$ cat config.mk
export PLATFORM = sky130hd
export DESIGN_NAME = conv_line_buffer
export DESIGN_NICKNAME = d
export VERILOG_FILES = /design/src/rtl/conv_pkg.sv /design/src/rtl/conv_row_slot_mem.sv /design/src/rtl/conv_line_buffer.sv
export SDC_FILE = /design/constraint.sdc
export NUM_CORES = 1
export LEC_CHECK = 0
export ABC_AREA = 1
export CAP_MARGIN = 20
export CELL_PAD_IN_SITES_DETAIL_PLACEMENT = 2
export CELL_PAD_IN_SITES_GLOBAL_PLACEMENT = 2
export CORE_ASPECT_RATIO = 0.9
export CORE_MARGIN = 5
export CORE_UTILIZATION = 29
export CTS_BUF_LIST = sky130_fd_sc_hd__clkbuf_4 sky130_fd_sc_hd__clkbuf_8 sky130_fd_sc_hd__clkbuf_16
export DETAILED_ROUTE_END_ITERATION = 10
export PLACE_DENSITY_LB_ADDON = 0.1
export SLEW_MARGIN = 20
export SYNTH_ARGS = -nofsm -noshare
export SYNTH_HDL_FRONTEND = slang
export SYNTH_HIERARCHICAL = 1
export SYNTH_SLANG_ARGS = --single-unit
$ cat constraint.sdc
create_clock -name clk -period 1.8 [get_ports clk]
set_input_delay 0.18 -clock clk [delete_from_list [all_inputs] [get_ports clk]]
set_output_delay 0.18 -clock clk [all_outputs]
set_load 0.01 [all_outputs]
$ cat src/rtl/conv_pkg.sv
// conv_pkg: pixel/row-index types and kernel/image defaults shared with image_convolution
package conv_pkg;
  typedef logic [7:0] pixel_t;
  typedef logic [15:0] row_idx_t;
  localparam int HEIGHT_OF_KERNEL = 3;
  localparam int WIDTH_OF_IMAGE = 4;
endpackage

$ cat src/rtl/conv_row_slot_mem.sv
// conv_row_slot_mem: K+1 row slots of W pixels, one pixel write port, K whole-row read ports
module conv_row_slot_mem
  import conv_pkg::*;
#(
  parameter int K = 3,
  parameter int W = 4,
  parameter int SW = $clog2(K + 1),
  parameter int CW = $clog2(W)
) (
  input  logic                    clk,
  input  logic                    we,
  input  logic [SW-1:0]           wr_slot,
  input  logic [CW-1:0]           wr_col,
  input  pixel_t                  wr_data,
  input  logic [K-1:0][SW-1:0]    rd_slot,
  output logic [K-1:0][W-1:0][7:0] rd_rows
);
  logic [W-1:0][7:0] mem [K+1];
  // pixel storage is not reset; it is only observed through a valid window
  always_ff @(posedge clk)
    if (we) mem[wr_slot][wr_col] <= wr_data;
  for (genvar r = 0; r < K; r++) begin : g_rd
    assign rd_rows[r] = mem[rd_slot[r]];
  end
endmodule

$ cat src/rtl/conv_line_buffer.sv
// conv_line_buffer: raster pixel stream in, K vertically adjacent complete rows out per handshake
module conv_line_buffer
  import conv_pkg::*;
#(
  parameter int HEIGHT_OF_KERNEL = conv_pkg::HEIGHT_OF_KERNEL,
  parameter int WIDTH_OF_IMAGE = conv_pkg::WIDTH_OF_IMAGE
) (
  input  logic clk,
  input  logic rst,
  input  logic in_valid,
  output logic in_ready,
  input  pixel_t in_data,
  input  logic in_sof,
  output logic out_valid,
  input  logic out_ready,
  output logic [HEIGHT_OF_KERNEL-1:0][WIDTH_OF_IMAGE-1:0][7:0] out_rows,
  output row_idx_t out_row_idx,
  output logic sof_err
);
  localparam int K = HEIGHT_OF_KERNEL;
  localparam int W = WIDTH_OF_IMAGE;
  localparam int SW = $clog2(K + 1);
  localparam int CW = $clog2(W);
  logic [CW-1:0] col, ecol;
  logic [SW-1:0] wr_slot, win_base, rows_filled, rf_base, rf_next, slot_next, base_next;
  logic [K-1:0][SW-1:0] rd_slot;
  row_idx_t row_cnt, rc_base;
  logic accept, last, emit;
  assign in_ready = !(out_valid && !out_ready && col == CW'(W - 1));
  assign accept = in_valid && in_ready;
  assign ecol = in_sof ? '0 : col;
  assign last = ecol == CW'(W - 1);
  assign rf_base = in_sof ? '0 : rows_filled;
  assign rc_base = in_sof ? '0 : row_cnt;
  assign rf_next = rf_base == SW'(K) ? rf_base : rf_base + SW'(1);
  assign slot_next = wr_slot == SW'(K) ? '0 : wr_slot + SW'(1);
  assign base_next = wr_slot >= SW'(K - 1) ? wr_slot - SW'(K - 1) : wr_slot + SW'(2);
  assign emit = accept && last && rf_next >= SW'(K);
  for (genvar k = 0; k < K; k++) begin : g_slot
    logic [SW:0] s;
    assign s = {1'b0, win_base} + (SW + 1)'(k);
    assign rd_slot[k] = s > (SW + 1)'(K) ? SW'(s - (SW + 1)'(K + 1)) : SW'(s);
  end
  conv_row_slot_mem #(.K(K), .W(W)) u_mem (
    .clk(clk),
    .we(accept),
    .wr_slot(wr_slot),
    .wr_col(ecol),
    .wr_data(in_data),
    .rd_slot(rd_slot),
    .rd_rows(out_rows)
  );
  // write-side counters, window capture and the sticky frame-alignment error
  always_ff @(posedge clk or posedge rst)
    if (rst) begin
      col <= '0;
      wr_slot <= '0;
      rows_filled <= '0;
      row_cnt <= '0;
      win_base <= '0;
      out_valid <= 1'b0;
      out_row_idx <= '0;
      sof_err <= 1'b0;
    end else begin
      if (accept) begin
        col <= last ? '0 : ecol + CW'(1);
        wr_slot <= last ? slot_next : wr_slot;
        rows_filled <= last ? rf_next : rf_base;
        row_cnt <= last ? rc_base + 16'd1 : rc_base;
      end
      if (emit) begin
        win_base <= base_next;
        out_row_idx <= rc_base - row_idx_t'(K / 2);
      end
      out_valid <= emit || (out_valid && !out_ready);
      if (accept && in_sof && col != '0) sof_err <= 1'b1;
    end
endmodule

==> flow_summary.yaml, run 1 <==
layout:
  final_cells: 2101
  nets: 1637
  drive_gt1_share_pct: 36.0
  area_delta_synth_final_pct: 52.3
  diodes: 0
  finish.utilization_pct: 44.8
placement:
  io_buffers: 127
  dp.cells: 2012
  dp_hpwl_mm: 29.3
  place.gp.congestion: 0.764
yosys:
  async_flop_share_pct: 24.7
  synth_simple_gate_area_share_pct: 37.0
  synth.most_common_cell: "nand2_1"
  yosysSeqAreaShare_pct: 47.5
  ys_types: 34
  yosysWarnings: 6
  synth_top_family_by_area: "simple AND/OR/NAND/NOR gates"
  synth.cell_area_sq_um: 10300
  synth-xor-area-share_pct: 1.02
  synthTopCellsByArea: "edfxtp_1 (37%), nand2_1 (21%), nand3_1 (11%)"
  yosys.area.top_type_share_pct: 37.3
  muxShareOfSynthArea_pct: 0
  synth-edff-count: 128
  synth_top_cells_by_count: "nand2_1 (587), nand3_1 (219), inv_1 (180), edfxtp_1 (128), dfrtp_1 (42)"
  syn_inst: 1364
  syn-num-nets: 1382
  yosysTopAreaCell: "edfxtp_1"
  synthAdderAreaFrac_pct: 0.607
  synth_compound_area_share_pct: 1.78
  synth_area_per_cell_sq_um: 7.56
  ys_ff_latch: 170
  ys.flop_type: "edfxtp_1"
global_route:
  antenna_found_initial: 1
  grt_pass1_vias: 11600
  grt_usage_pct: 24.4
  overflow: 0
  grt_first_pass_wirelength_mm: 73.5
  grt_max_degree: 45
critical_path:
  endpoint_kind: "output pin"
  required_ns: 1.62
  criticalPathCategory: "reg2out"
  crit_arrival_ns: 1.94
  startpoint_type: "flip-flop"
  path_max_fanout: 7
  r2r_slack_ns: 0.07
detailed_routing:
  antenna_left: 0
  wl_mm: 49.3
  viasPerCell: 5.01
  num_vias: 10500
  wl_per_cell_um: 23.5
  drt_iter0_drc: 559
  route.detailed.drc: 0
  drt_pass1_iterations: 5
sta:
  fmax_ghz: 0.472
  rsz0062_at_grt: "yes"
  clock_skew_ns: 0.0139
  drv_slew: 0
  setup_viol: 96
  whs_ns: 0.0755
  finalHoldViolCount: 0
  finalWorstSetupSlack_ns: -0.319
  fin_setup_tns_ns: -21.75
  final.period_utilization_pct: 118
  tightest_slew_ns: 0.439
  maxSlewHeadroom_pct: 70.4
  finalCriticalPeriod_ns: 2.12
clock_network:
  cts-root-buf: "clkbuf_16"
  htreeDepth: 4
  clock_path_buffers: 2
  cts-buffers-inserted: 17
  cts.sinks: 170
  path_clk_slew_ns: 0.07
  cts_tree: "yes"
  clock_latency_ns: 0.46
die:
  die_area_sq_um: 39400
  start_util_pct: 29.4
  fp.dieH_um: 189
  fp-row-count: 65
  design.core.area_sq_um: 35100
  num_io_pins: 128
  die_w_um: 209
outcome:
  violations: "negative setup slack"
  status: "complete, but fails checks"
run:
  maxCapViolations: 0
pwr:
  ir_drop_v: 0.000596
  p_leak_nw: 7.40
  powerDensity_nw_per_um2: 772
  power.total_mw: 12.1
worst_hold_path:
  hp-class: "in2async"
cells by family (layout without fill, tap and decap cells):
family	after synthesis	in the layout
DFF	170	170
adders and majority gates	5	5
and+or+nand+nor	890	891
AOI/OAI and AO/OA	31	31
xor gates and xnor gates	12	12
buffers and inverters	256	523
registers in the layout, indices dropped and copies added, names as in the netlist:
signal	cells
row_cnt	16
col	2
rows_filled	2
wr_slot	2
u_mem/mem	128
win_base	2
out_row_idx	16
out_valid	1
sof_err	1
layout make-up:
cell class                      count  area (sq um)
Tap cell                          469           587
Fill cell                        3799         19300
Timing Repair Buffer              302          3520
Clock inverter                     15           140
Clock buffer                       17           425
Multi-Input combinational cell    939          5350
Inverter                          189           791
Sequential cell                   170          4900
power by group:
| group | total (mW) | internal [mW] | switching, mW | leakage, nW |
|---|---|---|---|---|
| Clock | 3.75 | 1.93 | 1.81 | 0.276 |
| Combinational | 3.82 | 1.63 | 2.19 | 5.41 |
| Sequential | 4.56 | 4.45 | 0.115 | 1.72 |
| Total | 12.1 | 8.01 | 4.12 | 7.40 |
path summary, 6_finish.rpt:
| path | startpoint | to | cells past startpoint |
|---|---|---|---|
| min in group clk | out_ready | out_valid$_DFF_PP0_ | 2 |
| max | win_base[0]$_DFFE_PP0P_ | out_rows[81] | 9 |
| min | rst | out_row_idx[13]$_DFFE_PP0P_ | 3 |
| min reg2reg | out_row_idx[14]$_DFFE_PP0P_ | out_row_idx[14]$_DFFE_PP0P_ | 2 |
| max in group asynchronous | rst | win_base[0]$_DFFE_PP0P_ | 3 |
| max reg2reg | col[0]$_DFFE_PP0N_ | u_mem/mem[1][6]$_DFFE_PP_ | 8 |
metrics by stage:
stage | setup slack [ns] | area (sq um)
after floorplan | 0.0214 | 10300
after global placement | -0.300 | 12800
after detailed placement | -0.294 | 12800
after CTS | -0.331 | 15100
after global routing | -0.374 | 15700
final | -0.319 | 15700
worst max-delay path, stage by stage (launching register included):
cell	delay (ns)
dfrtp_4	0.53
buf_12	0.18
inv_16	0.11
buf_12	0.13
buf_16	0.14
buf_12	0.10
nand2_4	0.04
nand3_2	0.07
nand2_2	0.06
buf_6	0.11
placed cells by master, fill, tap and decap left out, drive strengths merged, types with 4 or more instances in the layout:
cell           synthesis  layout
nand2                602     602
buf                   67     258
nand3                223     223
inv                  189     192
edfxtp               128     128
nor2                  52      53
dfrtp                 42      42
clkdlybuf4s50          0      30
o21ai                 26      26
clkbuf                 0      21
clkinv                 0      10
nand4                  9       9
xor2                   8       8
clkdlybuf4s15          0       7
ha                     5       5
xnor2                  4       4
routing by layer:
metal | routed length [um] | up-vias | global-route usage, %
met5 | 0 | - | 0
met4 | 699 | 0 | 4.79
met3 | 1790 | 50 | 3.89
li1 | - | 4810 | -
met1 | 21800 | 5446 | 31.3
met2 | 25000 | 226 | 43.7
timing repair:
item | 4_1_cts | 5_1_grt
gates cloned | 23 | 2
setup buffers | 29 | 6
resized for setup | 680 | 142
hold buffers | 0 | 0
pin swaps | 91 | 33
endpoints found under the hold margin | 0 | 0
setup endpoints to repair | 132 | 235
Power figures use the tool's default switching activity.
==> run 2: changes to the inputs <==
- CTS_BUF_LIST: sky130_fd_sc_hd__clkbuf_4 sky130_fd_sc_hd__clkbuf_8 sky130_fd_sc_hd__clkbuf_16 -> default
==> results of run 2 <==
Same layout as run 1: the final DEF is identical, and so are final timing and power.
==> run 3: changes to the inputs <==
- SETUP_SLACK_MARGIN: default -> 0.02
==> flow_summary.yaml, run 3 (synthesis results as in run 1) <==
outcome:
  status: "complete, but fails checks"
  violations: "negative setup slack"
layout:
  largest_reg_flops: 128
  finish.utilization_pct: 45.2
  final_common_cell: "nand2_1"
  reg.largest.list: "u_mem/mem x128, out_row_idx x16, row_cnt x16"
  final_area_sq_um: 15800
  drive_gt1_share_pct: 37.7
  n_fill_cell: 3773
  nets: 1640
  largest-register: "u_mem/mem"
  multi_input_area_sq_um: 5390
  area_delta_synth_final_pct: 53.6
  seqCellArea_sq_um: 4900
  final_cell_mix: "nand2_1 (454), inv_1 (173), edfxtp_1 (128)"
critical_path:
  cp_slowest_cell: "dfrtp_4"
  endpoint_kind: "output pin"
  worstPathCellList: "buf_12, inv_16, buf_12, buf_16, buf_12, nand2_4, nand3_2, nand2_2, buf_6"
  startpoint: "win_base[0]$_DFFE_PP0P_"
  crit_arrival_ns: 1.99
  criticalPathCategory: "reg2out"
  crit_top_cell: "buf_12"
  r2r_start: "col[0]$_DFFE_PP0N_"
  path_delay_family: "buffers and inverters"
  path_max_fanout: 7
  cpPeakStageDelay_ns: 0.54
  startpoint_type: "flip-flop"
  required_ns: 1.62
  cp.buffers_inverters: 6
sta:
  final.period_utilization_pct: 120
  drv_slew: 0
  clock_skew_ns: 0.0174
  tightest_slew_ns: 0.433
  fmax_ghz: 0.462
  finalHoldViolCount: 0
  maxSlewHeadroom_pct: 70.8
  setup_viol: 96
  finalWorstSetupSlack_ns: -0.366
  finalCriticalPeriod_ns: 2.17
  rsz0062_at_grt: "yes"
global_route:
  overflow: 0
  grt_usage_pct: 24.7
  antenna_found_initial: 1
  grt_max_degree: 45
  grt_pass1_vias: 11700
  grt_first_pass_wirelength_mm: 74.0
clock_network:
  cts-buffers-inserted: 17
  clock_path_buffers: 2
  htreeDepth: 4
  path_clk_slew_ns: 0.08
  cts.sinks: 170
  cts_tree: "yes"
  clock_latency_ns: 0.46
  cts-root-buf: "clkbuf_16"
detailed_routing:
  drt_iter0_drc: 596
  viasPerCell: 5.01
  route.detailed.drc: 0
  wl_mm: 50.5
  antenna_left: 0
  num_vias: 10600
  wl_per_cell_um: 24.0
  drt_pass1_iterations: 7
die:
  fp-row-count: 65
  fp.dieH_um: 189
  die_area_sq_um: 39400
  die_w_um: 209
  num_io_pins: 128
  design.core.area_sq_um: 35100
  start_util_pct: 29.4
run:
  maxCapViolations: 0
pwr:
  ir_drop_v: 0.000603
  p_leak_nw: 7.47
  powerDensity_nw_per_um2: 773
placement:
  dp_slack_ns: -0.294
  place_area_sq_um: 12800
  io_buffers: 127
  dp_hpwl_mm: 29.3
  place.gp.congestion: 0.764
worst_hold_path:
  hp-class: "in2async"
-- run 3: cell types whose count changed in the layout (fill, tap and decap cells not counted), sizes merged --
cell / previous run / this run
inv: 192 / 191
clkinv: 10 / 11
dlygate4sd2: 3 / 2
diode: 0 / 1
clkbuf: 21 / 23
clkdlybuf4s15: 7 / 9
-- run 3: per-layer routing --
layer / part of all wire (%) / vias to the layer above / track usage (%)
li1: - / 4821 / -
met1: 43 / 5421 / 31.5
met2: 51 / 258 / 44.2
met3: 4.0 / 56 / 3.86
met4: 1.9 / 0 / 5.35
met5: 0 / - / 0
-- run 3: area by class of cell --
| type | count | area share [%] |
|---|---|---|
| Clock buffer | 17 | 2.69 |
| Antenna cell | 1 | 0.0158 |
| Timing Repair Buffer | 305 | 22.7 |
| Inverter | 189 | 5.09 |
| Sequential cell | 170 | 30.9 |
| Tap cell | 469 | 3.70 |
| Clock inverter | 15 | 0.885 |
| Multi-Input combinational cell | 939 | 34.0 |
-- run 3: what timing repair did --
action / 4_1_cts / 5_1_grt
buffers inserted: 29 / 8
pin swaps: 91 / 33
gates cloned: 23 / 2
endpoints found under the setup margin: 155 / 241
hold buffers: 0 / 0
gates resized for setup: 671 / 187
-- run 3: power by group --
group	internal (mW)	switching (mW)
clock network	1.93	1.84
logic	1.66	2.25
registers	4.45	0.119
-- run 3: worst paths after layout --
kind | endpoint | slack [ns] | depth (start not counted)
worst max-delay path | out_rows[81] | -0.37 | 9
worst min-delay path | out_row_idx[13]$_DFFE_PP0P_ | 0.08 | 3
worst max register to register | u_mem/mem[2][7]$_DFFE_PP_ | 0.09 | 8
worst min register to register | out_row_idx[14]$_DFFE_PP0P_ | 0.48 | 2
max in group asynchronous | win_base[0]$_DFFE_PP0P_ | 1.49 | 3
min in group clk | out_valid$_DFF_PP0_ | 0.34 | 2
-- run 3: worst min-delay path: stages --
cell             delay (ns)
clkdlybuf4s50_1        0.40
clkinv_1               0.07
buf_12                 0.25
-- run 3: stage by stage --
step,setup TNS (ns),power [mW],hold WS [ns],std cells
5_1_grt,-30.28,12.7,0.101,2104
3_5_place_dp,-40.98,7.54,0.471,2012
3_3_place_gp,-29.67,7.48,0.463,2012
6_report,-24.21,12.2,0.0760,2105
2_1_floorplan,0,5.99,0.276,1364
4_1_cts,-22.53,11.9,0.0728,2094
